$ cat src/rtl/id_decode_stage_pkg.sv
// Shared types and constants for the ID stage:
// opcodes, ALUOp encodings and the ID/EX bundle.
package id_decode_stage_pkg;

  localparam int REG_COUNT = 32;
  localparam int DATA_W    = 32;
  localparam int REG_AW    = 5;

  localparam logic [5:0] OP_RTYPE = 6'b000000;
  localparam logic [5:0] OP_LW    = 6'b100011;
  localparam logic [5:0] OP_SW    = 6'b101011;
  localparam logic [5:0] OP_BEQ   = 6'b000100;
  localparam logic [5:0] OP_ADDI  = 6'b001000;

  localparam logic [1:0] ALUOP_ADD   = 2'b00;
  localparam logic [1:0] ALUOP_SUB   = 2'b01;
  localparam logic [1:0] ALUOP_FUNCT = 2'b10;

  typedef struct packed {
    logic       reg_dst;
    logic       alu_src;
    logic       mem_to_reg;
    logic       reg_write;
    logic       mem_read;
    logic       mem_write;
    logic       branch;
    logic [1:0] alu_op;
  } ctrl_t;

  localparam int CTRL_W = $bits(ctrl_t);

  typedef struct packed {
    logic [DATA_W-1:0] pc_plus_four;
    logic [DATA_W-1:0] rd1;
    logic [DATA_W-1:0] rd2;
    logic [DATA_W-1:0] imm;
    logic [REG_AW-1:0] rs;
    logic [REG_AW-1:0] rt;
    logic [REG_AW-1:0] rd;
    ctrl_t             ctrl;
  } id_ex_t;

  function automatic logic [DATA_W-1:0] sign_ext(
    input logic [15:0] v
  );
    return {{(DATA_W-16){v[15]}}, v};
  endfunction

endpackage

$ cat src/rtl/id_decode_stage_if.sv
// IF/ID, WB and ID/EX signals of the decode stage.
// master drives the stage inputs, slave is the stage.
interface id_decode_stage_if;
  import id_decode_stage_pkg::*;

  logic [DATA_W-1:0] PC_plus_four_in;
  logic [DATA_W-1:0] instruction_in;
  logic              flush;
  logic              wb_RegWrite;
  logic [REG_AW-1:0] wb_write_reg;
  logic [DATA_W-1:0] wb_write_data;
  logic              stall;
  logic [DATA_W-1:0] PC_plus_four_out;
  logic [DATA_W-1:0] read_data_1;
  logic [DATA_W-1:0] read_data_2;
  logic [DATA_W-1:0] sign_ext_imm;
  logic [REG_AW-1:0] rs_out;
  logic [REG_AW-1:0] rt_out;
  logic [REG_AW-1:0] rd_out;
  logic              RegDst;
  logic              ALUSrc;
  logic              MemRead;
  logic              MemWrite;
  logic              Branch;
  logic              MemtoReg;
  logic              RegWrite;
  logic [1:0]        ALUOp;

  modport master (
    output PC_plus_four_in, instruction_in, flush,
    output wb_RegWrite, wb_write_reg, wb_write_data,
    input  stall, PC_plus_four_out,
    input  read_data_1, read_data_2, sign_ext_imm,
    input  rs_out, rt_out, rd_out,
    input  RegDst, ALUSrc, MemRead, MemWrite,
    input  Branch, MemtoReg, RegWrite, ALUOp
  );

  modport slave (
    input  PC_plus_four_in, instruction_in, flush,
    input  wb_RegWrite, wb_write_reg, wb_write_data,
    output stall, PC_plus_four_out,
    output read_data_1, read_data_2, sign_ext_imm,
    output rs_out, rt_out, rd_out,
    output RegDst, ALUSrc, MemRead, MemWrite,
    output Branch, MemtoReg, RegWrite, ALUOp
  );

endinterface

$ cat src/rtl/id_decode_stage_register_file.sv
// 2-read 1-write register file, r0 hard zero,
// same-cycle write-through to the read ports.
module register_file #(
  parameter int REG_COUNT = 32,
  parameter int DATA_W    = 32,
  parameter int AW        = $clog2(REG_COUNT)
) (
  input  logic              clk,
  input  logic              rst_n,
  input  logic              we,
  input  logic [AW-1:0]     waddr,
  input  logic [DATA_W-1:0] wdata,
  input  logic [AW-1:0]     raddr1,
  input  logic [AW-1:0]     raddr2,
  output logic [DATA_W-1:0] rdata1,
  output logic [DATA_W-1:0] rdata2
);

  logic [DATA_W-1:0] regs_q [REG_COUNT];
  logic [DATA_W-1:0] regs_d [REG_COUNT];
  logic              wr_en;

  assign wr_en = we && (waddr != '0);

  always_comb begin
    regs_d = regs_q;
    if (wr_en) regs_d[waddr] = wdata;
  end

  always_ff @(posedge clk or negedge rst_n) begin
    if (!rst_n) regs_q <= '{default: '0};
    else        regs_q <= regs_d;
  end

  always_comb begin
    rdata1 = regs_q[raddr1];
    rdata2 = regs_q[raddr2];
    if (wr_en && waddr == raddr1) rdata1 = wdata;
    if (wr_en && waddr == raddr2) rdata2 = wdata;
    if (raddr1 == '0) rdata1 = '0;
    if (raddr2 == '0) rdata2 = '0;
  end

endmodule

$ cat src/rtl/id_decode_stage.sv
// Decode stage: control decode, register read,
// load-use hazard detection and the ID/EX register.
module id_decode_stage
  import id_decode_stage_pkg::*;
#(
  parameter int REG_COUNT = 32,
  parameter int DATA_W    = 32
) (
  input logic              clock,
  input logic              reset_n,
  id_decode_stage_if.slave io
);

  logic [5:0]        opcode;
  logic [REG_AW-1:0] rs, rt, rd;
  logic [DATA_W-1:0] rd1, rd2;
  ctrl_t             ctrl_dec;
  id_ex_t            id_ex_d, id_ex_q;
  logic              stall;

  assign opcode = io.instruction_in[31:26];
  assign rs     = io.instruction_in[25:21];
  assign rt     = io.instruction_in[20:16];
  assign rd     = io.instruction_in[15:11];

  register_file #(
    .REG_COUNT (REG_COUNT),
    .DATA_W    (DATA_W)
  ) u_rf (
    .clk    (clock),
    .rst_n  (reset_n),
    .we     (io.wb_RegWrite),
    .waddr  (io.wb_write_reg),
    .wdata  (io.wb_write_data),
    .raddr1 (rs),
    .raddr2 (rt),
    .rdata1 (rd1),
    .rdata2 (rd2)
  );

  always_comb begin
    ctrl_dec = '0;
    unique case (1'b1)
      (opcode == OP_RTYPE): begin
        ctrl_dec.reg_dst   = 1'b1;
        ctrl_dec.reg_write = 1'b1;
        ctrl_dec.alu_op    = ALUOP_FUNCT;
      end
      (opcode == OP_LW): begin
        ctrl_dec.alu_src    = 1'b1;
        ctrl_dec.mem_to_reg = 1'b1;
        ctrl_dec.reg_write  = 1'b1;
        ctrl_dec.mem_read   = 1'b1;
        ctrl_dec.alu_op     = ALUOP_ADD;
      end
      (opcode == OP_SW): begin
        ctrl_dec.alu_src   = 1'b1;
        ctrl_dec.mem_write = 1'b1;
        ctrl_dec.alu_op    = ALUOP_ADD;
      end
      (opcode == OP_BEQ): begin
        ctrl_dec.branch = 1'b1;
        ctrl_dec.alu_op = ALUOP_SUB;
      end
      (opcode == OP_ADDI): begin
        ctrl_dec.alu_src   = 1'b1;
        ctrl_dec.reg_write = 1'b1;
        ctrl_dec.alu_op    = ALUOP_ADD;
      end
      default: ;
    endcase
  end

  // rt of 0 also stalls: cheaper compare, one harmless extra bubble
  assign stall = id_ex_q.ctrl.mem_read &&
                 (id_ex_q.rt == rs || id_ex_q.rt == rt);

  always_comb begin
    id_ex_d              = '0;
    id_ex_d.pc_plus_four = io.PC_plus_four_in;
    id_ex_d.rd1          = rd1;
    id_ex_d.rd2          = rd2;
    id_ex_d.imm          = sign_ext(io.instruction_in[15:0]);
    id_ex_d.rs           = rs;
    id_ex_d.rt           = rt;
    id_ex_d.rd           = rd;
    id_ex_d.ctrl         = (io.flush || stall) ? '0 : ctrl_dec;
  end

  always_ff @(posedge clock or negedge reset_n) begin
    if (!reset_n) id_ex_q <= '0;
    else          id_ex_q <= id_ex_d;
  end

  assign io.stall            = stall;
  assign io.PC_plus_four_out = id_ex_q.pc_plus_four;
  assign io.read_data_1      = id_ex_q.rd1;
  assign io.read_data_2      = id_ex_q.rd2;
  assign io.sign_ext_imm     = id_ex_q.imm;
  assign io.rs_out           = id_ex_q.rs;
  assign io.rt_out           = id_ex_q.rt;
  assign io.rd_out           = id_ex_q.rd;
  assign io.RegDst           = id_ex_q.ctrl.reg_dst;
  assign io.ALUSrc           = id_ex_q.ctrl.alu_src;
  assign io.MemtoReg         = id_ex_q.ctrl.mem_to_reg;
  assign io.RegWrite         = id_ex_q.ctrl.reg_write;
  assign io.MemRead          = id_ex_q.ctrl.mem_read;
  assign io.MemWrite         = id_ex_q.ctrl.mem_write;
  assign io.Branch           = id_ex_q.ctrl.branch;
  assign io.ALUOp            = id_ex_q.ctrl.alu_op;

endmodule
$ cat src/flat_wrapper.sv
// flat-port wrapper written by rule: the top's interface ports become plain ports
module id_decode_stage_flat import id_decode_stage_pkg::*;
#(
  parameter int REG_COUNT = 32,
  parameter int DATA_W    = 32
)
  (clock, reset_n, io_PC_plus_four_in, io_instruction_in, io_flush, io_wb_RegWrite, io_wb_write_reg, io_wb_write_data, io_stall, io_PC_plus_four_out, io_read_data_1, io_read_data_2, io_sign_ext_imm, io_rs_out, io_rt_out, io_rd_out, io_RegDst, io_ALUSrc, io_MemRead, io_MemWrite, io_Branch, io_MemtoReg, io_RegWrite, io_ALUOp);
  id_decode_stage_if io_i ();
  input logic clock;
  input logic reset_n;
  input wire logic [$bits(io_i.PC_plus_four_in)-1:0] io_PC_plus_four_in;
  input wire logic [$bits(io_i.instruction_in)-1:0] io_instruction_in;
  input wire logic [$bits(io_i.flush)-1:0] io_flush;
  input wire logic [$bits(io_i.wb_RegWrite)-1:0] io_wb_RegWrite;
  input wire logic [$bits(io_i.wb_write_reg)-1:0] io_wb_write_reg;
  input wire logic [$bits(io_i.wb_write_data)-1:0] io_wb_write_data;
  output wire logic [$bits(io_i.stall)-1:0] io_stall;
  output wire logic [$bits(io_i.PC_plus_four_out)-1:0] io_PC_plus_four_out;
  output wire logic [$bits(io_i.read_data_1)-1:0] io_read_data_1;
  output wire logic [$bits(io_i.read_data_2)-1:0] io_read_data_2;
  output wire logic [$bits(io_i.sign_ext_imm)-1:0] io_sign_ext_imm;
  output wire logic [$bits(io_i.rs_out)-1:0] io_rs_out;
  output wire logic [$bits(io_i.rt_out)-1:0] io_rt_out;
  output wire logic [$bits(io_i.rd_out)-1:0] io_rd_out;
  output wire logic [$bits(io_i.RegDst)-1:0] io_RegDst;
  output wire logic [$bits(io_i.ALUSrc)-1:0] io_ALUSrc;
  output wire logic [$bits(io_i.MemRead)-1:0] io_MemRead;
  output wire logic [$bits(io_i.MemWrite)-1:0] io_MemWrite;
  output wire logic [$bits(io_i.Branch)-1:0] io_Branch;
  output wire logic [$bits(io_i.MemtoReg)-1:0] io_MemtoReg;
  output wire logic [$bits(io_i.RegWrite)-1:0] io_RegWrite;
  output wire logic [$bits(io_i.ALUOp)-1:0] io_ALUOp;
  assign io_i.PC_plus_four_in = io_PC_plus_four_in;
  assign io_i.instruction_in = io_instruction_in;
  assign io_i.flush = io_flush;
  assign io_i.wb_RegWrite = io_wb_RegWrite;
  assign io_i.wb_write_reg = io_wb_write_reg;
  assign io_i.wb_write_data = io_wb_write_data;
  assign io_stall = io_i.stall;
  assign io_PC_plus_four_out = io_i.PC_plus_four_out;
  assign io_read_data_1 = io_i.read_data_1;
  assign io_read_data_2 = io_i.read_data_2;
  assign io_sign_ext_imm = io_i.sign_ext_imm;
  assign io_rs_out = io_i.rs_out;
  assign io_rt_out = io_i.rt_out;
  assign io_rd_out = io_i.rd_out;
  assign io_RegDst = io_i.RegDst;
  assign io_ALUSrc = io_i.ALUSrc;
  assign io_MemRead = io_i.MemRead;
  assign io_MemWrite = io_i.MemWrite;
  assign io_Branch = io_i.Branch;
  assign io_MemtoReg = io_i.MemtoReg;
  assign io_RegWrite = io_i.RegWrite;
  assign io_ALUOp = io_i.ALUOp;
  id_decode_stage #(.REG_COUNT(REG_COUNT), .DATA_W(DATA_W)) u_core (.clock(clock), .reset_n(reset_n), .io(io_i));
endmodule
$ cat config.mk
export PLATFORM = sky130hd
export DESIGN_NAME = id_decode_stage_flat
export DESIGN_NICKNAME = d
export VERILOG_FILES = /design/src/rtl/id_decode_stage_pkg.sv /design/src/rtl/id_decode_stage_if.sv /design/src/rtl/id_decode_stage_register_file.sv /design/src/rtl/id_decode_stage.sv /design/src/flat_wrapper.sv
export SDC_FILE = /design/constraint.sdc
export NUM_CORES = 2
export LEC_CHECK = 0
export BUFFER_PORTS_ARGS = -buffer_cell sky130_fd_sc_hd__buf_2
export CORE_MARGIN = 4
export CORE_UTILIZATION = 55
export CTS_BUF_LIST = sky130_fd_sc_hd__clkbuf_16
export DETAILED_ROUTE_END_ITERATION = 12
export PLACE_DENSITY_LB_ADDON = 0.05
export SETUP_SLACK_MARGIN = 0.15
export SLEW_MARGIN = 20
export SYNTH_ARGS = -nofsm -noshare
export SYNTH_HDL_FRONTEND = slang
export SYNTH_SLANG_ARGS = --single-unit
$ cat constraint.sdc
create_clock -name clock -period 1.8 [get_ports clock]
set_input_delay 0.27 -clock clock [delete_from_list [all_inputs] [get_ports clock]]
set_output_delay 0.27 -clock clock [all_outputs]
set_load 0.02 [all_outputs]
==> key figures <==
Clocking
  – H-tree levels: 4
  – Clock slew seen by the registers of the worst setup and hold paths: 60 ps
  – Clock Path Buffers: 3
  – TritonCTS Buffers: 132
  – CTS sink count: 1,153
  – Clock tree root buffer cell: clkbuf_16
  – CTS tree: built
  – Clock Latency Late Sink: 760 ps

Die
  – Core Box Area: 107,000 um^2
  – Num rows: 120
  – Ports: 258
  – Chip height: 336 um
  – Initial Utilization: 55.4%
  – Die W: 336 um
  – Die ar.: 113,000 um^2

Setup path
  – Worst EP arrival: 2150 ps
  – Slowest cell on crit path: dfrtp_1
  – R2R setup slack: -60 ps
  – CP Depth: 5
  – Top delay family on crit path: simple AND/OR/NAND/NOR gates
  – CP Data Required Time: 1530 ps
  – CP Class: reg2out
  – Cells along the critical path: xor2_1 > nor3_2 > nand3_2 > a21boi_4 > buf_6
  – Crit end category: primary output
  – Worst Reg-to-Reg Cells: 6
  – Worst Setup Start Kind: flip-flop
  – Largest stage delay, worst path: 420 ps
  – Worst Path Buf+Inv: 1
  – Critical path fanouts, max: 3

Yosys
  – Synth warnings: 0
  – Avg Cell Area, Syn: 14.3 um^2
  – EDFF count, synth: 0
  – Seq cells post-synth: 1,153
  – Largest area contributor in the synthesized netlist: dfrtp_1
  – Mapped cell area: 59,300 um^2
  – Register area share after synthesis: 48.7%
  – Dominant synthesized flop cell: dfrtp_1
  – Async S/R FF share, synth: 100%
  – Top post-synthesis cells by area: dfrtp_1, mux2_2, mux4_2, mux2i_1, clkbuf_1
  – Mapped Nets: 4,239
  – Synth top area share: 48.7%
  – Count of cell types in the netlist: 76
  – Syn Inst Count: 4,134

Routing
  – # DRC: 0
  – Final wirelength: 214,000 um
  – Via Count: 42.9k
  – Initial DRC count: 4,200
  – Drt first pass iters: 6
  – DR WL/cell: 33.9 um
  – Post-DR vias/cell: 6.78
  – Antenna viol nets, final: 0

Outcome
  – Status: complete, but fails checks
  – Failing checks: setup timing

STA
  – Max-slew violations: 0
  – Final hold violations: 0
  – Part of the cycle the worst path needs: 135%
  – Final setup vio count: 5
  – Final setup margin: -622 ps
  – Post-Route Skew: 21.4 ps
  – FMAX: 413 MHz
  – Unrepaired setup endpoints after global routing: true
  – Setup TNS: -729 ps
  – Min Tclk post-route: 2420 ps
  – Worst Tran Pin Value: 707 ps
  – Max-slew headroom: 52.8%

Layout
  – Storage element area: 28,900 um^2
  – Fraction of layout cells with a size suffix above 1: 54.1%
  – Multi-input logic area: 28,500 um^2
  – NumNets Final: 4,917
  – # fillers: 7,591
  – P&R area growth vs syn: 24.4%

GRT
  – GR Util All Layers: 38.2%
  – Met2 Use GR: 57.8%
  – Initial antenna violation count: 7
  – GR peak layer: met2
  – M3 GR Usage: 8.73%
  – First-pass GRT wire length: 311,000 um
  – Vias in the first global route: 43.8k
  – Met1 usage: 52.3%
  – Largest net degree at the start of global routing: 80
  – Grt ovf: 0

Power and ir drop
  – Max rail drop VDD: 0.915 mV
  – Final Power: 77.5 mW
  – Pwr/cell area: 1050 nW/um^2
  – P_leak: 33.3 nW

Placement
  – Buffers on Ports: 257
  – Gpl congestion: 0.915
  – HPWL after DPL: 147,000 um

Worst hold path
  – Hold/Removal Path Class: in2async

Flow run
  – Maximum Capacitance Violations: 0
cells by family (layout without fill, tap and decap cells):
logic type / after synthesis / in the layout / synth area share [%]
AO/OA/AOI/OAI: 514 / 514 / 6.13
XOR/XNOR: 20 / 20 / 0.295
buffers and inverters: 476 / 1260 / 4.24
flip-flops: 1153 / 1153 / 48.7
multiplexers: 1672 / 1672 / 38.1
other: 0 / 4 / 0
AND/OR/NAND/NOR: 299 / 299 / 2.56
power by group:
group	internal, mW	switching [mW]	total, mW
clock network	15.8	11.2	27.0
registers	30.6	3.62	34.2
logic	9.40	6.84	16.2
per-stage QoR:
| step | hold WS [ps] | util, % | instance area [um^2] | instances | worst slack (ps) |
|---|---|---|---|---|---|
| 6_report | 33.5 | 68.9 | 73700 | 6325 | -622 |
| 5_1_grt | 31.1 | 68.9 | 73700 | 6322 | -691 |
| 4_1_cts | 1.67 | 68.6 | 73400 | 6315 | -655 |
| 3_5_place_dp | 199 | 63.5 | 67900 | 5991 | -635 |
| 3_3_place_gp | 199 | 63.5 | 67900 | 5991 | -669 |
| 2_1_floorplan | -25.6 | - | 60100 | 4134 | -93.7 |
registers in the layout, indices dropped and copies added, names as in the netlist:
signal	flops
u_core.io.ALUOp	2
u_core.io.ALUSrc	1
u_core.io.Branch	1
u_core.io.MemRead	1
u_core.io.MemWrite	1
u_core.io.PC_plus_four_out	32
u_core.io.RegWrite	1
u_core.io.read_data_1	32
u_core.io.read_data_2	32
u_core.io.rs_out	5
u_core.io.rt_out	5
u_core.io.sign_ext_imm	16
u_core.u_rf.regs_q	1024
layout by cell type, fill, tap and decap left out, types with 14 or more instances in the layout:
cell,netlist,layout
a211oi_1,25,18
a21oi_1,50,43
a221o_1,26,26
a221oi_1,67,61
a22oi_1,44,39
buf_12,5,220
buf_2,88,213
buf_4,57,452
buf_6,32,48
bufinv_16,0,14
clkbuf_16,0,137
clkinv_1,2,28
clkinv_2,0,17
dfrtp_1,1153,1143
dlygate4sd3_1,0,76
inv_1,4,34
mux2_2,1037,1035
mux2i_1,279,275
mux4_2,327,342
nand2_1,57,39
nand2_2,0,18
nor2_1,101,73
nor2_4,0,19
nor3_1,30,27
nor4_1,17,15
o211ai_1,40,40
o21ai_0,102,66
o21ai_1,3,34
o22a_1,18,17
o22ai_1,76,64
path summary, 6_finish.rpt:
check / start / endpoint
min in group clock: io_instruction_in[20] / u_core.io.rt_out[4]$_DFF_PN0_
hold reg to reg: u_core.u_rf.regs_q[1007]$_DFFE_PN0P_ / u_core.u_rf.regs_q[1007]$_DFFE_PN0P_
setup reg to reg: u_core.u_rf.regs_q[909]$_DFFE_PN0P_ / u_core.io.read_data_1[13]$_DFF_PN0_
max in group asynchronous: reset_n / u_core.u_rf.regs_q[708]$_DFFE_PN0P_
setup / recovery: u_core.io.rt_out[0]$_DFF_PN0_ / io_stall
hold / removal: reset_n / u_core.u_rf.regs_q[441]$_DFFE_PN0P_
synth_stat cells (4+ instances only):
cell type / count
a31oi_1: 13
nor4_1: 17
a211o_1: 11
nor2_1: 101
a211oi_1: 25
nor3_1: 30
o22ai_1: 76
buf_6: 32
a221o_1: 26
o221ai_1: 7
mux2i_1: 279
o22a_1: 18
nand2_1: 57
a21oi_1: 50
nor2b_1: 15
mux4_2: 327
o21ai_0: 102
buf_2: 88
mux4_4: 4
o311ai_0: 4
or2_2: 5
clkbuf_1: 223
dfrtp_1: 1153
or3_1: 6
nand3b_1: 6
buf_12: 5
xnor2_1: 10
nand3_1: 12
buf_1: 55
mux4_1: 25
buf_8: 6
inv_1: 4
buf_4: 57
o211ai_1: 40
xor2_1: 10
mux2_2: 1037
a22oi_1: 44
a221oi_1: 67
and2_1: 4
nand2b_1: 14
nor3b_1: 6
metal layers:
metal	share of wire, %	up-vias	routed length [um]
li1	-	17224	-
met1	40	22777	85600
met2	46	2305	97600
met3	8.8	599	18900
met4	5.7	4	12300
met5	0.014	-	29
area by class of cell:
cell class / instances / share of cell area [%]
Sequential cell: 1153 / 39.2
Multi-Input combinational cell: 2505 / 38.7
Timing Repair Buffer: 1013 / 13.9
Clock buffer: 137 / 4.65
Tap cell: 1403 / 2.38
Clock inverter: 103 / 1.19
Inverter: 7 / 0.0356
Antenna cell: 4 / 0.0136
repair_timing:
action / CTS / global route
hold buffers: 76 / 0
hold endpoints to repair: 692 / 0
gates resized for setup: 118 / 69
setup buffers: 7 / 6
cloned: 1 / 0
pin swaps: 14 / 35
endpoints found under the setup margin: 62 / 78
Power figures use the tool's default switching activity.
